$ cat config.mk
export PLATFORM = sky130hd
export DESIGN_NAME = pipeline_hazard_ctrl_flat
export DESIGN_NICKNAME = d
export VERILOG_FILES = /design/src/rtl/pipeline_hazard_ctrl_pkg.sv /design/src/rtl/pipeline_hazard_ctrl_if.sv /design/src/rtl/pipeline_hazard_ctrl_mul_stall_counter.sv /design/src/rtl/pipeline_hazard_ctrl.sv /design/src/flat_wrapper.sv
export SDC_FILE = /design/constraint.sdc
export NUM_CORES = 1
export LEC_CHECK = 0
export CAP_MARGIN = 20
export CELL_PAD_IN_SITES_DETAIL_PLACEMENT = 2
export CELL_PAD_IN_SITES_GLOBAL_PLACEMENT = 2
export CORE_MARGIN = 5
export CORE_UTILIZATION = 17
export DETAILED_ROUTE_END_ITERATION = 12
export PLACE_DENSITY = 0.81
export REMOVE_ABC_BUFFERS = 1
export SYNTH_ARGS = -nofsm -noshare
export SYNTH_HDL_FRONTEND = slang
export SYNTH_HIERARCHICAL = 1
export SYNTH_SLANG_ARGS = --single-unit
$ cat constraint.sdc
create_clock -name clk -period 5.91 [get_ports clk]
set_clock_uncertainty 0.1 [all_clocks]
set_input_delay 1.773 -clock clk [delete_from_list [all_inputs] [get_ports clk]]
set_output_delay 1.773 -clock clk [all_outputs]
set_load 0.005 [all_outputs]
$ cat src/rtl/pipeline_hazard_ctrl_pkg.sv
// rtl/pipeline_hazard_ctrl_pkg.sv - shared hazard controller types and constants
package hazard_pkg;

    typedef enum logic [1:0] {
        RUN       = 2'd0,
        MISS_WAIT = 2'd1,
        MUL_WAIT  = 2'd2
    } hz_state_e;

    localparam int MUL_LATENCY_DEFAULT = 5;

    // Bubble opcode that Decode inserts when a stage register is flushed.
    localparam logic [31:0] NOP_INSTR = 32'h0000_0013;

    function automatic int mul_cnt_width(input int latency);
        return (latency > 2) ? $clog2(latency - 1) : 1;
    endfunction

endpackage

$ cat src/rtl/pipeline_hazard_ctrl_if.sv
// rtl/pipeline_hazard_ctrl_if.sv - pipeline status inputs and stage enable/flush outputs
interface pipeline_hazard_ctrl_if #(
    parameter int REG_ADDR_W = 5
);
    logic                  id_valid;
    logic [REG_ADDR_W-1:0] id_addr_a;
    logic [REG_ADDR_W-1:0] id_addr_b;
    logic                  id_use_a;
    logic                  id_use_b;
    logic                  ex_load_instr;
    logic                  ex_write;
    logic [REG_ADDR_W-1:0] ex_addr_d;
    logic                  ex_mul_instr;
    logic                  ex_branch_taken;
    logic                  mem_req;
    logic                  mem_miss;
    logic                  mem_ready;

    logic pc_en;
    logic if_id_en;
    logic id_ex_en;
    logic ex_mem_en;
    logic mem_wb_en;
    logic if_id_flush;
    logic id_ex_flush;
    logic ex_mem_flush;
    logic mem_wb_flush;
    logic busy;

    modport master (
        output id_valid, id_addr_a, id_addr_b, id_use_a, id_use_b,
               ex_load_instr, ex_write, ex_addr_d, ex_mul_instr, ex_branch_taken,
               mem_req, mem_miss, mem_ready,
        input  pc_en, if_id_en, id_ex_en, ex_mem_en, mem_wb_en,
               if_id_flush, id_ex_flush, ex_mem_flush, mem_wb_flush, busy
    );

    modport slave (
        input  id_valid, id_addr_a, id_addr_b, id_use_a, id_use_b,
               ex_load_instr, ex_write, ex_addr_d, ex_mul_instr, ex_branch_taken,
               mem_req, mem_miss, mem_ready,
        output pc_en, if_id_en, id_ex_en, ex_mem_en, mem_wb_en,
               if_id_flush, id_ex_flush, ex_mem_flush, mem_wb_flush, busy
    );

endinterface

$ cat src/rtl/pipeline_hazard_ctrl_mul_stall_counter.sv
// rtl/pipeline_hazard_ctrl_mul_stall_counter.sv - MUL occupancy down-counter with zero flag
module mul_stall_counter #(
    parameter int W = 2
) (
    input  logic         clk,
    input  logic         reset,
    input  logic         i_load,
    input  logic [W-1:0] i_load_val,
    input  logic         i_dec,
    output logic         o_zero
);

    logic [W-1:0] r_count;

    always_ff @(posedge clk) begin
        if (reset) begin
            r_count <= '0;
        end else if (i_load) begin
            r_count <= i_load_val;
        end else if (i_dec && (r_count != '0)) begin
            r_count <= r_count - 1'b1;
        end
    end

    assign o_zero = (r_count == '0);

endmodule

$ cat src/rtl/pipeline_hazard_ctrl.sv
// rtl/pipeline_hazard_ctrl.sv - stall/flush sequencer; HAZARD_PERF_CNT_EN adds perf counters
module pipeline_hazard_ctrl
    import hazard_pkg::*;
#(
    parameter int MUL_LATENCY = MUL_LATENCY_DEFAULT
`ifdef HAZARD_PERF_CNT_EN
    ,
    parameter int CNT_W = 32
`endif
) (
    input  logic                    clk,
    input  logic                    reset,
    pipeline_hazard_ctrl_if.slave   bus
`ifdef HAZARD_PERF_CNT_EN
    ,
    output logic [CNT_W-1:0]        stall_cycles,
    output logic [CNT_W-1:0]        flush_count
`endif
);

    localparam int              MUL_CNT_W  = mul_cnt_width(MUL_LATENCY);
    localparam bit              MUL_STALLS = (MUL_LATENCY > 1);
    localparam logic [MUL_CNT_W-1:0] MUL_LOAD =
        MUL_CNT_W'((MUL_LATENCY > 1) ? (MUL_LATENCY - 2) : 0);

    hz_state_e r_state;
    hz_state_e w_next;
    logic      w_miss;
    logic      w_load_use;
    logic      w_mul_load;
    logic      w_mul_dec;
    logic      w_cnt_zero;

    assign w_miss = bus.mem_req & bus.mem_miss;

    // Register 0 reads as zero, so a load targeting it never blocks a consumer.
    assign w_load_use = bus.id_valid & bus.ex_load_instr & bus.ex_write &
                        (bus.ex_addr_d != '0) &
                        (((bus.ex_addr_d == bus.id_addr_a) & bus.id_use_a) |
                         ((bus.ex_addr_d == bus.id_addr_b) & bus.id_use_b));

    always_ff @(posedge clk) begin
        if (reset) begin
            r_state <= RUN;
        end else begin
            r_state <= w_next;
        end
    end

    always_comb begin
        w_next           = r_state;
        w_mul_load       = 1'b0;
        w_mul_dec        = 1'b0;
        bus.pc_en        = 1'b1;
        bus.if_id_en     = 1'b1;
        bus.id_ex_en     = 1'b1;
        bus.ex_mem_en    = 1'b1;
        bus.mem_wb_en    = 1'b1;
        bus.if_id_flush  = 1'b0;
        bus.id_ex_flush  = 1'b0;
        bus.ex_mem_flush = 1'b0;
        bus.mem_wb_flush = 1'b0;
        bus.busy         = (r_state != RUN);

        if (reset) begin
            w_next           = RUN;
            bus.pc_en        = 1'b0;
            bus.if_id_en     = 1'b0;
            bus.id_ex_en     = 1'b0;
            bus.ex_mem_en    = 1'b0;
            bus.mem_wb_en    = 1'b0;
            bus.if_id_flush  = 1'b1;
            bus.id_ex_flush  = 1'b1;
            bus.ex_mem_flush = 1'b1;
            bus.mem_wb_flush = 1'b1;
            bus.busy         = 1'b0;
        end else begin
            case (r_state)
                RUN: begin
                    if (w_miss) begin
                        bus.pc_en        = 1'b0;
                        bus.if_id_en     = 1'b0;
                        bus.id_ex_en     = 1'b0;
                        bus.ex_mem_en    = 1'b0;
                        bus.mem_wb_flush = 1'b1;
                        if (!bus.mem_ready) begin
                            w_next = MISS_WAIT;
                        end
                    end else if (bus.ex_branch_taken) begin
                        bus.if_id_flush = 1'b1;
                        bus.id_ex_flush = 1'b1;
                    end else if (MUL_STALLS && bus.ex_mul_instr) begin
                        bus.pc_en        = 1'b0;
                        bus.if_id_en     = 1'b0;
                        bus.id_ex_en     = 1'b0;
                        bus.ex_mem_flush = 1'b1;
                        w_mul_load       = 1'b1;
                        w_next           = MUL_WAIT;
                    end else if (w_load_use) begin
                        bus.pc_en       = 1'b0;
                        bus.if_id_en    = 1'b0;
                        bus.id_ex_flush = 1'b1;
                    end
                end
                MISS_WAIT: begin
                    if (bus.mem_ready) begin
                        w_next = RUN;
                    end else begin
                        bus.pc_en        = 1'b0;
                        bus.if_id_en     = 1'b0;
                        bus.id_ex_en     = 1'b0;
                        bus.ex_mem_en    = 1'b0;
                        bus.mem_wb_flush = 1'b1;
                    end
                end
                MUL_WAIT: begin
                    // The release cycle advances EX, so the same MUL cannot retrigger.
                    if (w_cnt_zero) begin
                        w_next = RUN;
                    end else begin
                        bus.pc_en        = 1'b0;
                        bus.if_id_en     = 1'b0;
                        bus.id_ex_en     = 1'b0;
                        bus.ex_mem_flush = 1'b1;
                        w_mul_dec        = 1'b1;
                    end
                end
                default: begin
                    w_next = RUN;
                end
            endcase
        end
    end

    mul_stall_counter #(
        .W (MUL_CNT_W)
    ) u_mul_cnt (
        .clk        (clk),
        .reset      (reset),
        .i_load     (w_mul_load),
        .i_load_val (MUL_LOAD),
        .i_dec      (w_mul_dec),
        .o_zero     (w_cnt_zero)
    );

`ifdef HAZARD_PERF_CNT_EN
    logic w_branch_flush;

    assign w_branch_flush = (r_state == RUN) & ~w_miss & bus.ex_branch_taken;

    always_ff @(posedge clk) begin
        if (reset) begin
            stall_cycles <= '0;
            flush_count  <= '0;
        end else begin
            if (!bus.pc_en && (stall_cycles != '1)) begin
                stall_cycles <= stall_cycles + 1'b1;
            end
            if (w_branch_flush && (flush_count != '1)) begin
                flush_count <= flush_count + 1'b1;
            end
        end
    end
`endif

endmodule

$ cat src/flat_wrapper.sv
// flat-port wrapper written by rule: the top's interface ports become plain ports
module pipeline_hazard_ctrl_flat import hazard_pkg::*;
#(
    parameter int MUL_LATENCY = MUL_LATENCY_DEFAULT

)
  (clk, reset, bus_id_valid, bus_id_addr_a, bus_id_addr_b, bus_id_use_a, bus_id_use_b, bus_ex_load_instr, bus_ex_write, bus_ex_addr_d, bus_ex_mul_instr, bus_ex_branch_taken, bus_mem_req, bus_mem_miss, bus_mem_ready, bus_pc_en, bus_if_id_en, bus_id_ex_en, bus_ex_mem_en, bus_mem_wb_en, bus_if_id_flush, bus_id_ex_flush, bus_ex_mem_flush, bus_mem_wb_flush, bus_busy);
  pipeline_hazard_ctrl_if #(.REG_ADDR_W(5)) bus_i ();
  input  logic clk;
  input  logic reset;
  input wire logic [$bits(bus_i.id_valid)-1:0] bus_id_valid;
  input wire logic [$bits(bus_i.id_addr_a)-1:0] bus_id_addr_a;
  input wire logic [$bits(bus_i.id_addr_b)-1:0] bus_id_addr_b;
  input wire logic [$bits(bus_i.id_use_a)-1:0] bus_id_use_a;
  input wire logic [$bits(bus_i.id_use_b)-1:0] bus_id_use_b;
  input wire logic [$bits(bus_i.ex_load_instr)-1:0] bus_ex_load_instr;
  input wire logic [$bits(bus_i.ex_write)-1:0] bus_ex_write;
  input wire logic [$bits(bus_i.ex_addr_d)-1:0] bus_ex_addr_d;
  input wire logic [$bits(bus_i.ex_mul_instr)-1:0] bus_ex_mul_instr;
  input wire logic [$bits(bus_i.ex_branch_taken)-1:0] bus_ex_branch_taken;
  input wire logic [$bits(bus_i.mem_req)-1:0] bus_mem_req;
  input wire logic [$bits(bus_i.mem_miss)-1:0] bus_mem_miss;
  input wire logic [$bits(bus_i.mem_ready)-1:0] bus_mem_ready;
  output wire logic [$bits(bus_i.pc_en)-1:0] bus_pc_en;
  output wire logic [$bits(bus_i.if_id_en)-1:0] bus_if_id_en;
  output wire logic [$bits(bus_i.id_ex_en)-1:0] bus_id_ex_en;
  output wire logic [$bits(bus_i.ex_mem_en)-1:0] bus_ex_mem_en;
  output wire logic [$bits(bus_i.mem_wb_en)-1:0] bus_mem_wb_en;
  output wire logic [$bits(bus_i.if_id_flush)-1:0] bus_if_id_flush;
  output wire logic [$bits(bus_i.id_ex_flush)-1:0] bus_id_ex_flush;
  output wire logic [$bits(bus_i.ex_mem_flush)-1:0] bus_ex_mem_flush;
  output wire logic [$bits(bus_i.mem_wb_flush)-1:0] bus_mem_wb_flush;
  output wire logic [$bits(bus_i.busy)-1:0] bus_busy;
  assign bus_i.id_valid = bus_id_valid;
  assign bus_i.id_addr_a = bus_id_addr_a;
  assign bus_i.id_addr_b = bus_id_addr_b;
  assign bus_i.id_use_a = bus_id_use_a;
  assign bus_i.id_use_b = bus_id_use_b;
  assign bus_i.ex_load_instr = bus_ex_load_instr;
  assign bus_i.ex_write = bus_ex_write;
  assign bus_i.ex_addr_d = bus_ex_addr_d;
  assign bus_i.ex_mul_instr = bus_ex_mul_instr;
  assign bus_i.ex_branch_taken = bus_ex_branch_taken;
  assign bus_i.mem_req = bus_mem_req;
  assign bus_i.mem_miss = bus_mem_miss;
  assign bus_i.mem_ready = bus_mem_ready;
  assign bus_pc_en = bus_i.pc_en;
  assign bus_if_id_en = bus_i.if_id_en;
  assign bus_id_ex_en = bus_i.id_ex_en;
  assign bus_ex_mem_en = bus_i.ex_mem_en;
  assign bus_mem_wb_en = bus_i.mem_wb_en;
  assign bus_if_id_flush = bus_i.if_id_flush;
  assign bus_id_ex_flush = bus_i.id_ex_flush;
  assign bus_ex_mem_flush = bus_i.ex_mem_flush;
  assign bus_mem_wb_flush = bus_i.mem_wb_flush;
  assign bus_busy = bus_i.busy;
  pipeline_hazard_ctrl #(.MUL_LATENCY(MUL_LATENCY)) u_core (.clk(clk), .reset(reset), .bus(bus_i));
endmodule
==> impl_metrics.json, run 1 <==
{
  "status": "completed",
  "cp-end-kind": "output pin",
  "cts_tree": "done",
  "synth_top_family_by_area": "simple AND/OR/NAND/NOR gates",
  "start_util_pct": 17.3,
  "rows": 19,
  "numPortBuffers": 36,
  "root_buffer": "clkbuf_4",
  "cp_max_fo": 3,
  "die_h_um": 62.5,
  "setup_viol": 0,
  "dieArea_mm2": 0.00391,
  "gp_congestion": 0.693,
  "synth-seq-cells": 4,
  "layout.nets": 129,
  "syn2layout_area_growth_pct": 90.4,
  "ys_seq_area_share_pct": 17.1,
  "ctsHoldBuffers": 0,
  "synth_edf_count": 0,
  "ys_dominant_reg_cell": "dfxtp_1",
  "cap_violations": 0,
  "arrival_ns": 3.87,
  "core_mm2": 0.00271,
  "antenna_found_initial": 0,
  "yosys.area_share.adder_pct": 2.67,
  "start_kind": "input port",
  "final_cell_mix": "36 x clkdlybuf4s50_1, 8 x xor2_1, 6 x nor2_1, 5 x nand2_1, 5 x inv_1",
  "drc": 0,
  "grt_max_degree": 8,
  "grt_pass1_wl_mm": 3.19,
  "timing.final.crit_share_pct": 97.1,
  "grt_pass1_vias": 686,
  "initialDrtViolationCount": 1,
  "ys_types": 29,
  "hold_path_class": "flip-flop to flip-flop",
  "peakVddDrop_mv": 0.104,
  "power.density_mw_per_mm2": 128,
  "holdPathStages": 1,
  "synth_compound_area_share_pct": 22.1,
  "period_minus_slack_ns": 5.74,
  "fin_hold_ws_ns": 0.508,
  "syn_inst": 60,
  "drive_gt1_share_pct": 10.1,
  "avgSynthCellArea_um2": 7.82,
  "wl_mm": 1.83,
  "m1WireLength_um": 647,
  "synth_top_area_share_pct": 17.1,
  "synthMuxAreaShare_pct": 2.40,
  "io_pins": 37,
  "reg2reg_depth": 7,
  "grt_overflow_total": 0,
  "rsz0062_at_grt": "no",
  "yosys.area_share.simple_pct": 28.8,
  "synth-xor-area-share_pct": 20.5,
  "route.vias.total": 581,
  "power.leakage_nw": 0.324,
  "dr.max_layer_used": "met3",
  "dp_hpwl_mm": 1.73,
  "synthArstFlopShare_pct": 0,
  "cts_buffers": 3,
  "wl_met2_mm": 1.07,
  "post_drt_via_cell_ratio": 4.47,
  "clkLatencyLatePin_ns": 0.23,
  "critPathKind": "input port to output pin",
  "cts_sinks": 4,
  "ys.warnings.count": 6,
  "yosysTopAreaCell": "dfxtp_1",
  "synth_area_leaders": "dfxtp_1 17%, xor2_1 15%, xnor2_1 5.6%",
  "power_w": 0.000115,
  "antennaDiodeCount": 0,
  "layout_commonest_cell": "clkdlybuf4s50_1",
  "required_ns": 4.04,
  "hold_viol": 0,
  "slew_violations": 0,
  "clk_pin_slew_ns": 0.04,
  "synth_area_um2": 469,
  "htree_levels": 1,
  "met3_length_um": 113,
  "firstDrtPassIters": 2,
  "ctsLongestPathBuffers": 2,
  "avgRoutedWirePerCell_um": 14.1,
  "die_x_um": 62.5,
  "grtUsageTotal_pct": 9.75,
  "antenna_left": 0,
  "fmax_mhz": 174
}
## state kept, by name, indices dropped and copies added (netlist names)
name,cells
u_core/r_state,2
u_core/u_mul_cnt/r_count,2
## where the power goes
part	switching, W	internal [W]
combinational	0.0000197	0.0000331
clock	0.00000979	0.0000226
sequential	0.00000134	0.0000282
## routing by layer
metal / vias up / global-route usage (%)
li1: 294 / -
met1: 268 / 9.88
met2: 19 / 19.2
met3: 0 / 2.16
met4: 0 / 3.18
met5: - / 0
## metrics by stage
step           cells  area (um^2)  utilization, %  setup TNS [ns]  setup WS, ns
3_3_place_gp     127          865            31.9               0         0.178
6_report         130          893            33.0               0         0.169
4_1_cts          130          893            33.0               0         0.102
5_1_grt          130          893            33.0               0        0.0363
2_1_floorplan     60          465               -               0          1.28
3_5_place_dp     127          865            31.9        -0.00527      -0.00527
## cell type report
| cell class | count | area, um^2 |
|---|---|---|
| inverter | 5 | 18.8 |
| tap | 31 | 38.8 |
| sequential | 4 | 80.1 |
| timing repair buffer | 36 | 360 |
| multi-input combinational | 51 | 373 |
| clock buffer | 3 | 22.5 |
| fill | 328 | 1820 |
## kinds of logic (layout without fill, tap and decap cells)
kind of cell | after synthesis | count (layout)
and+or+nand+nor | 23 | 23
DFF | 4 | 4
adders and majority gates | 1 | 1
buffers and inverters | 6 | 44
other | 1 | 2
xor gates and xnor gates | 11 | 11
muxes | 1 | 1
AOI/OAI and AO/OA | 13 | 13
## repair_timing
action	in CTS	in global routing
endpoints found under the setup margin	1	0
resized for setup	1	0
setup buffers	0	0
## cell usage after synthesis (2+ instances only)
cell	instances
nand2_1	5
dfxtp_1	4
inv_1	5
nor2_1	6
xnor2_1	3
nor2b_1	2
a211oi_2	2
a21oi_1	3
nor4_1	2
xor2_1	8
and3_1	2
## critical path, cell delays in order
cell	delay, ns
clkdlybuf4s50_1	0.47
xor2_1	0.19
nor4_2	0.32
a32oi_1	0.19
o41a_1	0.46
clkdlybuf4s50_1	0.47
## final timing paths
kind | end | start | slack, ns
worst min-delay path | u_core/r_state[0] | u_core/r_state[1] | 0.51
worst max register to register | u_core/u_mul_cnt/r_count[0] | u_core/u_mul_cnt/r_count[0] | 4.27
worst min register to register | u_core/r_state[0] | u_core/r_state[1] | 0.51
worst max-delay path | bus_pc_en | bus_ex_addr_d[3] | 0.17
(Power assumes the default switching activity.)
==> inputs of run 2 (changes only) <==
--- a/config.mk
+++ b/config.mk
@@ -5,13 +5,14 @@
 export SDC_FILE = /design/constraint.sdc
 export NUM_CORES = 1
 export LEC_CHECK = 0
-export CAP_MARGIN = 20
+export ABC_AREA = 1
+export CAP_MARGIN = 10
 export CELL_PAD_IN_SITES_DETAIL_PLACEMENT = 2
 export CELL_PAD_IN_SITES_GLOBAL_PLACEMENT = 2
 export CORE_MARGIN = 5
 export CORE_UTILIZATION = 17
 export DETAILED_ROUTE_END_ITERATION = 12
-export PLACE_DENSITY = 0.81
+export PLACE_DENSITY = 0.79
 export REMOVE_ABC_BUFFERS = 1
 export SYNTH_ARGS = -nofsm -noshare
 export SYNTH_HDL_FRONTEND = slang
==> impl_metrics.json, run 2 <==
{
  "synth_area_leaders": "nand2_1 25%, inv_1 17%, dfxtp_1 12%",
  "avgRoutedWirePerCell_um": 12.0,
  "grt_max_degree": 10,
  "antenna_left": 0,
  "dp.cells": 214,
  "ctsHoldBuffers": 0,
  "route.vias.total": 895,
  "ys_seq_area_share_pct": 12.2,
  "antenna_found_initial": 0,
  "clk_pin_slew_ns": 0.04,
  "start_kind": "input port",
  "die_x_um": 72.2,
  "numPortBuffers": 36,
  "reg2reg_depth": 9,
  "drive_gt1_share_pct": 9.47,
  "cp-end-kind": "output pin",
  "power.leakage_nw": 0.596,
  "ctsLongestPathBuffers": 2,
  "required_ns": 4.04,
  "synth_top_area_share_pct": 25.1,
  "yosysMostFrequentCell": "nand2_1",
  "io_pins": 37,
  "slowest_delay_ns": 0.54,
  "cts_buffers": 3,
  "grt_pass1_wl_mm": 4.37,
  "grt_overflow_total": 0,
  "htree_levels": 1,
  "cts_setup_buffers": 0,
  "r2r-end": "u_core/u_mul_cnt/r_count[1]",
  "initialDrtViolationCount": 14,
  "synth_edf_count": 0,
  "ctsResizeCount": 0,
  "fmax_mhz": 189,
  "min_to": "u_core/r_state[1]",
  "dp_hpwl_mm": 2.28,
  "reg2reg_slack_ns": 4.31,
  "power.density_mw_per_mm2": 157,
  "cts_sinks": 4,
  "status": "completed",
  "peakVddDrop_mv": 0.111,
  "finalSetupTns_ns": 0,
  "die_h_um": 72.2,
  "cp_common_cell": "nand2_1",
  "wl_mm": 2.61,
  "ys_dominant_reg_cell": "dfxtp_1",
  "holdPathStages": 2,
  "syn_inst": 131,
  "ys_types": 23,
  "syn2layout_area_growth_pct": 68.0,
  "r2r-start": "u_core/u_mul_cnt/r_count[0]",
  "min_from": "u_core/r_state[1]",
  "arrival_ns": 3.43,
  "firstDrtPassIters": 4,
  "antennaDiodeCount": 0,
  "worstPathCellList": "clkdlybuf4s50_1 > inv_1 > nand2_1 > nand2_1 > nor2_1 > nand3_1 > nand2_1 > nand3_1 > nand2_1 > clkdlybuf4s50_1",
  "synth_common_cells": "44 x nand2_1, 29 x inv_1, 21 x nor2_1",
  "avgSynthCellArea_um2": 5.01,
  "fin_cells": 217,
  "start_util_pct": 17.7,
  "synthArstFlopShare_pct": 0,
  "cts_tree": "done",
  "path_delay_family": "buffers and inverters",
  "critPathSlowestCell": "clkdlybuf4s50_1",
  "post_drt_via_cell_ratio": 4.12,
  "slew_violations": 0,
  "synth_area_um2": 657,
  "final_cell_mix": "44 x nand2_1, 36 x clkdlybuf4s50_1, 29 x inv_1, 21 x nor2_1, 9 x nand3_1",
  "yosysTopAreaCell": "nand2_1",
  "root_buffer": "clkbuf_8",
  "grtUsageTotal_pct": 10.4,
  "hold_path_class": "flip-flop to flip-flop",
  "period_minus_slack_ns": 5.30,
  "layout.nets": 199,
  "critPathBufInv": 3,
  "hold_viol": 0,
  "grt_pass1_vias": 979,
  "top_regs": "u_core/r_state x2, u_core/u_mul_cnt/r_count x2",
  "dieArea_mm2": 0.00521,
  "drc": 0,
  "rsz0062_at_grt": "no",
  "rows": 22,
  "critPathKind": "input port to output pin",
  "cap_violations": 0,
  "core_mm2": 0.00372,
  "setup_viol": 0,
  "synth-seq-cells": 4,
  "ys.warnings.count": 6,
  "clkLatencyLatePin_ns": 0.22,
  "gp_congestion": 0.705,
  "cp_max_fo": 4,
  "layout_commonest_cell": "nand2_1",
  "timing.final.crit_share_pct": 89.7
}
==> run 2: cell count changes after synthesis, sizes merged, moves of 3 or more <==
cell and change:
nand2 +41, xor2 -8, inv +26, nor2b -3
nor2 +21, xnor2 -3, nor4 -3, nand3 +9
==> run 2: cell families after synthesis <==
kind of cell / after synthesis / synth area share, %
other cells: 1 / 0.571
simple gates: 86 / 58.5
fa+ha+maj: 1 / 1.90
buf+inv: 33 / 20.6
compound gates: 6 / 6.29
flops: 4 / 12.2
==> run 2: metal layers <==
layer	up-vias	global-route usage [%]	share of wire (%)
met4	0	2.51	0.46
met2	23	19.2	50
met3	2	2.49	5.6
li1	456	-	-
met5	-	0	0
met1	414	11.8	44
==> run 2: final cells by class <==
cell class	instances	area, um^2
multi-input cells	95	445
inverters	31	116
flip-flops and latches	4	80.1
repair buffers	36	360
well taps	48	60.1
fillers	473	2610
clock buffers	3	41.3
==> run 2: how the worst max path moves through the flow <==
stage / from / endpoint / slack [ns] / depth (start not counted)
after floorplan: bus_mem_req / bus_if_id_en / 1.70 / 7
after global placement: bus_ex_addr_d[4] / bus_id_ex_flush / 0.63 / 10
after detailed placement: bus_ex_addr_d[4] / bus_if_id_en / 0.57 / 11
after CTS: bus_ex_addr_d[4] / bus_if_id_en / 0.57 / 11
after global routing: bus_ex_addr_d[4] / bus_if_id_en / 0.47 / 11
final: bus_ex_addr_d[4] / bus_id_ex_flush / 0.61 / 10
==> run 2: tightest hold or removal path, cell delays in order (launching register included) <==
cell and delay [ns]:
dfxtp_1 0.32, nand3b_2 0.11, a21oi_1 0.07
==> run 2: where the power goes <==
group	leakage (nW)	internal [W]	switching, W
sequential	0.0327	0.0000294	0.00000224
clock	0.0216	0.0000436	0.0000156
combinational	0.542	0.0000431	0.0000390
total	0.596	0.000116	0.0000569
==> run 2: metrics by stage <==
| stage | setup slack (ns) | area [um^2] | power (W) | hold WS, ns | utilization (%) |
|---|---|---|---|---|---|
| 5_1_grt | 0.468 | 1100 | 0.000186 | 0.496 | 29.7 |
| 4_1_cts | 0.568 | 1100 | 0.000176 | 0.461 | 29.7 |
| 3_5_place_dp | 0.573 | 1060 | 0.000115 | 0.443 | 28.6 |
| 3_3_place_gp | 0.632 | 1060 | 0.000112 | 0.407 | 28.6 |
| 2_1_floorplan | 1.70 | 642 | 0.0000707 | 0.386 | - |
| 6_report | 0.606 | 1100 | 0.000173 | 0.459 | 29.7 |
